### src/rtl/sum_uart_tx.sv
// UART transmitter for the 4-bit adder result: sends the 5-bit sum as two ASCII
// decimal digits (optionally followed by CR LF) as 8N1 frames.
module sum_uart_tx #(
  parameter int CLKS_PER_BIT = 5208,
  parameter bit SEND_CRLF    = 1'b1
) (
  input  logic       clk,
  input  logic       rst_n,
  input  logic [4:0] sum,
  input  logic       send,
  output logic       tx,
  output logic       busy,
  output logic       done
);

  localparam int                CNT_W     = (CLKS_PER_BIT > 1) ? $clog2(CLKS_PER_BIT) : 1;
  localparam logic [CNT_W-1:0]  CNT_MAX   = CNT_W'(CLKS_PER_BIT - 1);
  localparam logic [CNT_W-1:0]  CNT_ONE   = CNT_W'(1);
  localparam logic [CNT_W-1:0]  CNT_ZERO  = CNT_W'(0);
  localparam logic [1:0]        LAST_BYTE = SEND_CRLF ? 2'd3 : 2'd1;

  typedef enum logic [1:0] {
    IDLE  = 2'd0,
    START = 2'd1,
    DATA  = 2'd2,
    STOP  = 2'd3
  } state_t;

  function automatic logic [3:0] tens_digit(input logic [4:0] v);
    logic [3:0] t;
    if (v >= 5'd30)      t = 4'd3;
    else if (v >= 5'd20) t = 4'd2;
    else if (v >= 5'd10) t = 4'd1;
    else                 t = 4'd0;
    return t;
  endfunction

  function automatic logic [3:0] ones_digit(input logic [4:0] v);
    logic [4:0] t10;
    case (tens_digit(v))
      4'd3:    t10 = 5'd30;
      4'd2:    t10 = 5'd20;
      4'd1:    t10 = 5'd10;
      default: t10 = 5'd0;
    endcase
    return 4'(v - t10);
  endfunction

  function automatic logic [7:0] digit_char(input logic [3:0] d);
    return 8'h30 + {4'h0, d};
  endfunction

  state_t           state_r, state_s;
  logic [CNT_W-1:0] cnt_r, cnt_s;
  logic [2:0]       bit_r, bit_s;
  logic [1:0]       byte_r, byte_s;
  logic [4:0]       sum_q_r;
  logic             capture_s;
  logic             tx_r, tx_s;
  logic             busy_r, busy_s;
  logic             done_r, done_s;
  logic [7:0]       cur_byte_s;

  // Character currently on the line, derived from the captured sum.
  always_comb begin
    cur_byte_s = 8'hFF;
    case (byte_r)
      2'd0:    cur_byte_s = digit_char(tens_digit(sum_q_r));
      2'd1:    cur_byte_s = digit_char(ones_digit(sum_q_r));
      2'd2:    cur_byte_s = 8'h0D;
      2'd3:    cur_byte_s = 8'h0A;
      default: cur_byte_s = 8'hFF;
    endcase
  end

  // Next-state logic; output values are computed for the next cycle so they can be registered.
  always_comb begin
    state_s   = state_r;
    cnt_s     = cnt_r;
    bit_s     = bit_r;
    byte_s    = byte_r;
    capture_s = 1'b0;
    tx_s      = 1'b1;
    busy_s    = 1'b0;
    done_s    = 1'b0;
    case (state_r)
      IDLE: begin
        if (send) begin
          state_s   = START;
          cnt_s     = CNT_ZERO;
          bit_s     = 3'd0;
          byte_s    = 2'd0;
          capture_s = 1'b1;
          tx_s      = 1'b0;
          busy_s    = 1'b1;
        end else begin
          tx_s   = 1'b1;
          busy_s = 1'b0;
        end
      end
      START: begin
        busy_s = 1'b1;
        if (cnt_r == CNT_MAX) begin
          state_s = DATA;
          cnt_s   = CNT_ZERO;
          bit_s   = 3'd0;
          tx_s    = cur_byte_s[0];
        end else begin
          cnt_s = cnt_r + CNT_ONE;
          tx_s  = 1'b0;
        end
      end
      DATA: begin
        busy_s = 1'b1;
        if (cnt_r == CNT_MAX) begin
          cnt_s = CNT_ZERO;
          if (bit_r == 3'd7) begin
            state_s = STOP;
            tx_s    = 1'b1;
          end else begin
            bit_s = bit_r + 3'd1;
            tx_s  = cur_byte_s[bit_r + 3'd1];
          end
        end else begin
          cnt_s = cnt_r + CNT_ONE;
          tx_s  = cur_byte_s[bit_r];
        end
      end
      STOP: begin
        if (cnt_r == CNT_MAX) begin
          cnt_s = CNT_ZERO;
          if (byte_r == LAST_BYTE) begin
            state_s = IDLE;
            tx_s    = 1'b1;
            busy_s  = 1'b0;
            done_s  = 1'b1;
          end else begin
            // Next start bit follows the stop bit with no idle gap.
            state_s = START;
            byte_s  = byte_r + 2'd1;
            tx_s    = 1'b0;
            busy_s  = 1'b1;
          end
        end else begin
          cnt_s  = cnt_r + CNT_ONE;
          tx_s   = 1'b1;
          busy_s = 1'b1;
        end
      end
      default: begin
        state_s = IDLE;
        cnt_s   = CNT_ZERO;
        bit_s   = 3'd0;
        byte_s  = 2'd0;
        tx_s    = 1'b1;
        busy_s  = 1'b0;
      end
    endcase
  end

  // State, counters, captured sum and registered outputs.
  always_ff @(posedge clk or negedge rst_n) begin
    if (!rst_n) begin
      state_r <= IDLE;
      cnt_r   <= CNT_ZERO;
      bit_r   <= 3'd0;
      byte_r  <= 2'd0;
      sum_q_r <= 5'd0;
      tx_r    <= 1'b1;
      busy_r  <= 1'b0;
      done_r  <= 1'b0;
    end else begin
      state_r <= state_s;
      cnt_r   <= cnt_s;
      bit_r   <= bit_s;
      byte_r  <= byte_s;
      if (capture_s) begin
        sum_q_r <= sum;
      end else begin
        sum_q_r <= sum_q_r;
      end
      tx_r   <= tx_s;
      busy_r <= busy_s;
      done_r <= done_s;
    end
  end

  assign tx   = tx_r;
  assign busy = busy_r;
  assign done = done_r;

endmodule
### config.mk
export PLATFORM = sky130hd
export DESIGN_NAME = sum_uart_tx
export DESIGN_NICKNAME = d
export VERILOG_FILES = /design/src/rtl/sum_uart_tx.sv
export SDC_FILE = /design/constraint.sdc
export NUM_CORES = 1
export LEC_CHECK = 0
export CAP_MARGIN = 10
export CORE_MARGIN = 4
export CORE_UTILIZATION = 55
export DETAILED_ROUTE_END_ITERATION = 8
export GPL_TIMING_DRIVEN = 0
export PLACE_DENSITY_LB_ADDON = 0.3
export SKIP_LAST_GASP = 1
export SLEW_MARGIN = 10
export SYNTH_ARGS = -nofsm -noshare
export SYNTH_HDL_FRONTEND = slang
export SYNTH_SLANG_ARGS = --single-unit
### constraint.sdc
create_clock -name clk -period 3.2 [get_ports clk]
set_input_delay 0.48 -clock clk [delete_from_list [all_inputs] [get_ports clk]]
set_output_delay 0.48 -clock clk [all_outputs]
set_load 0.02 [all_outputs]
After elaboration in Yosys (flattened, before gate mapping)
Cells that the tools add are included.

Register bits: 28. Latch bits: 0. RAM bits: 0. Memory bits (read-only): 0. Output and inout port bits: 3. Logic and storage cells: 91. Memories: 0.

$add $sub $neg: 6. Multipliers: 0. Div/mod/pow operators: 0. $lt $le $gt $ge: 5. Equal/unequal tests: 18. Shift operators: 0. Multiplexer cells: 45. Bitwise logic cells: 0. Reductions and logical operators: 9.

Operators by type and width (number): $pmux 8 s4 (1); $mux 13 (2); $pmux 13 s2 (1); $mux 4 (5); $mux 1 (16); $mux 2 (8); $add 6x4->7 const A (2); $ne 2x2->1 const B (7); $add 13x1->13 const B (1); $eq 13x13->1 const B (1); $mux 3 (4); $pmux 4 s3 (1); $ge 5x5->1 const B (2); $reduce_and 5->1 (2); $pmux 3 s3 (1); $eq 2x2->1 const B (4); $eq 4x2->1 const B (2); $lt 3x4->1 const B (2); $pmux 2 s4 (1); $bmux 1 s3 (2); $ge 5x4->1 const B (1); $eq 2x1->1 const B (2); $eq 4x1->1 const B (1); $logic_not 2->1 (2); 12 further kinds (12).

Depth between registers and ports, before layout
Depth in word-level cells: 16. Depth in mapped cells: 13. Mapped depth without buffers: 13.

Worst setup path after synthesis
OpenSTA, ideal clock, no wires.

Path kind: reg2reg. Start: register sum_q_r[2]. End: register tx_r (netlist: tx). Library setup time: 0.081 ns. Data arrival time: 2.328 ns. Setup slack: 0.792 ns. Stages on the path, launching flop included: 14. Buffers on the path: 0. Cell sequence: dfrtp_1 nor2b_1 o21a_1 nor2_1 a21oi_1 ha_1 inv_1 fa_1 inv_1 a311o_1 a311oi_1 o311ai_0 o211ai_1 a32oi_1.

Cells in the longest elaborated chain, start to end: 16. Elaborated cells on any way between the ends: 25. Those cells by class: add/sub (3); order compare (3); eq/ne (3); mux (16).

Ends and longest elaborated chain: from (decl) (RTL line 57) `logic [4:0] sum_q_r;`; from (signal assigned) (RTL line 178) `sum_q_r <= sum;`; from (signal assigned) (RTL line 180) `sum_q_r <= sum_q_r;`; $ge 5x4->1 (RTL line 33) `else if (v >= 5'd10) t = 4'd1;`; $mux 1 (RTL line 33); $mux 4 (RTL line 32) `else if (v >= 5'd20) t = 4'd2;`; $mux 4 (RTL line 31) `if (v >= 5'd30) t = 4'd3;`; $mux 4 (RTL line 67) `case (byte_r)`; $eq 4x1->1 or $eq 4x2->1 (tied branches) (RTL line 40) `case (tens_digit(v))`; $pmux 4 s3 (RTL line 40); $mux 4 (RTL line 67); $sub 4x4->4 (RTL line 46) `return 4'(v - t10);`; $add 6x4->7 (RTL line 50) `return 8'h30 + {4'h0, d};`; $pmux 8 s4 * (RTL line 67); $bmux 1 s3 (RTL line 122) `tx_s = cur_byte_s[bit_r + 3'd1];`; $mux 1 (implied by the code) (RTL line 122); $mux 1 (RTL line 117) `if (bit_r == 3'd7) begin`; $mux 1 (RTL line 115) `if (cnt_r == CNT_MAX) begin`; $pmux 1 s4 * (RTL line 86) `case (state_r)`; via tx_s (RTL line 59) `logic tx_r, tx_s;`; to (signal assigned) (RTL line 182) `tx_r <= tx_s;`; to (decl) (RTL line 59).

The timed path passes the listed nets; every way through them passes the cells marked *. The select of a mux whose other input is x is not followed. A chain may end at the register's enable or synchronous reset.

Final worst setup path
Ends and elaborated chain as after synthesis.

==> results.json <==
{
  "status": "finished, final reports clean",
  "row_count": 20,
  "cts.sinks": 28,
  "tns_ps": 0,
  "grt_max_degree": 29,
  "start_util": 0.5956,
  "drt-pass1-iter-count": 5,
  "grt_pass1_wl_um": 7383,
  "dpl_worst_slack_ps": 413.2,
  "area_growth_pct": 10.79,
  "worstSetupStartpointType": "flop",
  "ys_seq_area_frac": 0.3738,
  "gr-total-overflow": 0,
  "routed_via_density": 6.019,
  "final_nets": 244,
  "ios": 11,
  "post_cts_buffers": 0,
  "dp_hpwl_um": 3121,
  "crit_end": "tx",
  "yosysWarnings": 0,
  "drc": 0,
  "synth_edf_count": 0,
  "synth_flop_cell": "dfrtp_1",
  "routed_wl_um": 4077,
  "synth_cells": 208,
  "r2r_slack_ps": 380,
  "syn-num-nets": 229,
  "holdCritPathClass": "primary input to asynchronous set/reset pin",
  "die_w_um": 66.44,
  "setup_viol": 0,
  "p_leak_nw": 0.8720,
  "fin_worst_skew_ps": 7.941,
  "cts.path.max_buffers": 2,
  "fillers": 249,
  "fin_hold_ws_ps": 126.4,
  "arrival_ps": 3080,
  "postCtsHoldBufs": 0,
  "ir_drop_mv": 0.5359,
  "path_max_fanout": 5,
  "cts-buffers-inserted": 3,
  "async_flop_share": 1.000,
  "hold_viol_final": 0,
  "r2r_end": "tx",
  "max_cap_violations": 0,
  "layout_commonest_cell": "dfrtp_1",
  "crit_required_ps": 3460,
  "postSynthAreaPerCell_um2": 9.029,
  "antenna_found_initial": 0,
  "gr-usage-all-layers": 0.2152,
  "io_buffers": 10,
  "gp_routability_congestion": 0.9490,
  "finalCriticalPeriod_ps": 2821,
  "layout_setup_ws_ps": 378.6,
  "rsz0062_at_grt": "no",
  "finalMaxSlewViolations": 0,
  "dieArea_um2": 4414,
  "period_share": 0.8817,
  "reg2reg_from": "sum_q_r[2]",
  "cp-end-kind": "flop",
  "yosys.area.top_type": "dfrtp_1",
  "r2r_cells": 13,
  "post_drt_wl_per_cell_um": 15.33,
  "cts-root-buf": "clkbuf_4",
  "via_count": 1601,
  "n_antenna_cell": 0,
  "mostFrequentLayoutCells": "dfrtp_1 (27), o21ai_0 (22), nand2_1 (22), inv_1 (13), nor2_1 (13)",
  "max_freq_ghz": 0.3544,
  "drt_iter0_markers": 126,
  "syn_area_um2": 1878,
  "synth_top_cell_area_share": 0.3598,
  "stdcell_count": 266,
  "maxSlewHeadroom": 0.5771,
  "p_per_area_nw_per_um2": 823.4,
  "synth_cell_type_count": 51,
  "grt_pass1_vias": 1535,
  "dpl.cell_count": 262,
  "worstSkewPairLatency_ps": 330,
  "drive_gt1_frac": 0.09459,
  "fp.coreArea_um2": 3153,
  "worstSetupStartpoint": "sum_q_r[2]",
  "cts_tree": "done",
  "worstSetupPathType": "flop to flop",
  "path_clk_slew_ps": 160,
  "synth-seq-cells": 28,
  "worst_slew_pin_slew_ps": 628.6,
  "htreeDepth": 1,
  "synth_area_leaders": "dfrtp_1 (36%), ha_1 (8.0%), o21ai_0 (5.9%)",
  "die_h_um": 66.44,
  "postRouteAntennaNets": 0,
  "ctsResizeCount": 0
}
## through the flow
stage	util	total power (W)	area (um^2)
2_1_floorplan	-	0.001244	1878
5_1_grt	0.6599	0.001868	2081
6_report	0.6599	0.001713	2081
3_3_place_gp	0.6448	0.001422	2033
4_1_cts	0.6615	0.001709	2086
3_5_place_dp	0.6448	0.001477	2033
## routing by layer
metal	vias to the layer above	share of wire	GRT usage	wire, um
li1	782	-	-	-
met1	765	0.47	0.3133	1923
met2	50	0.46	0.3309	1889
met3	4	0.055	0.04252	224
met4	0	0.0096	0.04315	39
met5	-	0	0	0
## state kept, by name (all words and copies together) (netlist names)
name / flops
bit_r: 3
busy: 1
byte_r: 2
cnt_r: 13
done: 1
state_r: 2
sum_q_r: 5
tx: 1
## how the worst min path moves through the flow
stage	end	slack (ps)	cells after the start
floorplan	bit_r[0]	180	0
detailed placement	cnt_r[0]	520	1
finish	bit_r[0]	130	1
CTS	cnt_r[0]	540	1
global route	bit_r[0]	180	1
global placement	cnt_r[0]	500	1
## critical path: stages, from the launching register on
cell,delay (ps)
dfrtp_1,440
nor2b_1,260
o21a_1,190
nor2_1,50
a21oi_1,120
ha_1,150
inv_1,50
fa_1,400
inv_1,100
a311o_1,190
a311oi_1,50
o311ai_0,390
o211ai_1,160
a32oi_1,200
## report_power, final
group	leakage (nW)	switching, W	total [W]	internal (W)
Sequential	0.363	0.000100	0.000559	0.000459
Combinational	0.481	0.000517	0.000921	0.000403
Clock	0.0279	0.000107	0.000234	0.000127
Total	0.872	0.000725	0.00171	0.000989
## cells by family after synthesis
| kind of cell | after synthesis | share of synthesized area |
|---|---|---|
| XOR/XNOR | 3 | 0.01399 |
| AO/OA/AOI/OAI | 59 | 0.2092 |
| adder cells (fa/ha/maj) | 13 | 0.09060 |
| multiplexers | 8 | 0.04663 |
| buffers and inverters | 21 | 0.05197 |
| flip-flops | 28 | 0.3738 |
| AND/OR/NAND/NOR | 76 | 0.2139 |
## cells in the mapped netlist (all sizes together), types with 4 or more instances
master,n
dfrtp,27
nand2,22
o21ai,22
inv,13
nor2,13
ha,12
nand3,11
mux2,6
clkbuf,5
nor3,5
o31ai,5
a211oi,4
a21oi,4
and3,4
nand4,4
## layout make-up
cell class              instances  area (um^2)  area share
multi-input cells             159         1079      0.5183
flip-flops and latches         28        701.9      0.3373
repair buffers                 10        95.09     0.04570
well taps                      44        55.05     0.02646
plain buffers                   8        48.80     0.02345
inverters                      13        48.80     0.02345
clock inverters                 1        30.03     0.01443
clock buffers                   3        22.52     0.01082
Note: power is estimated with default switching activity, not from simulation.
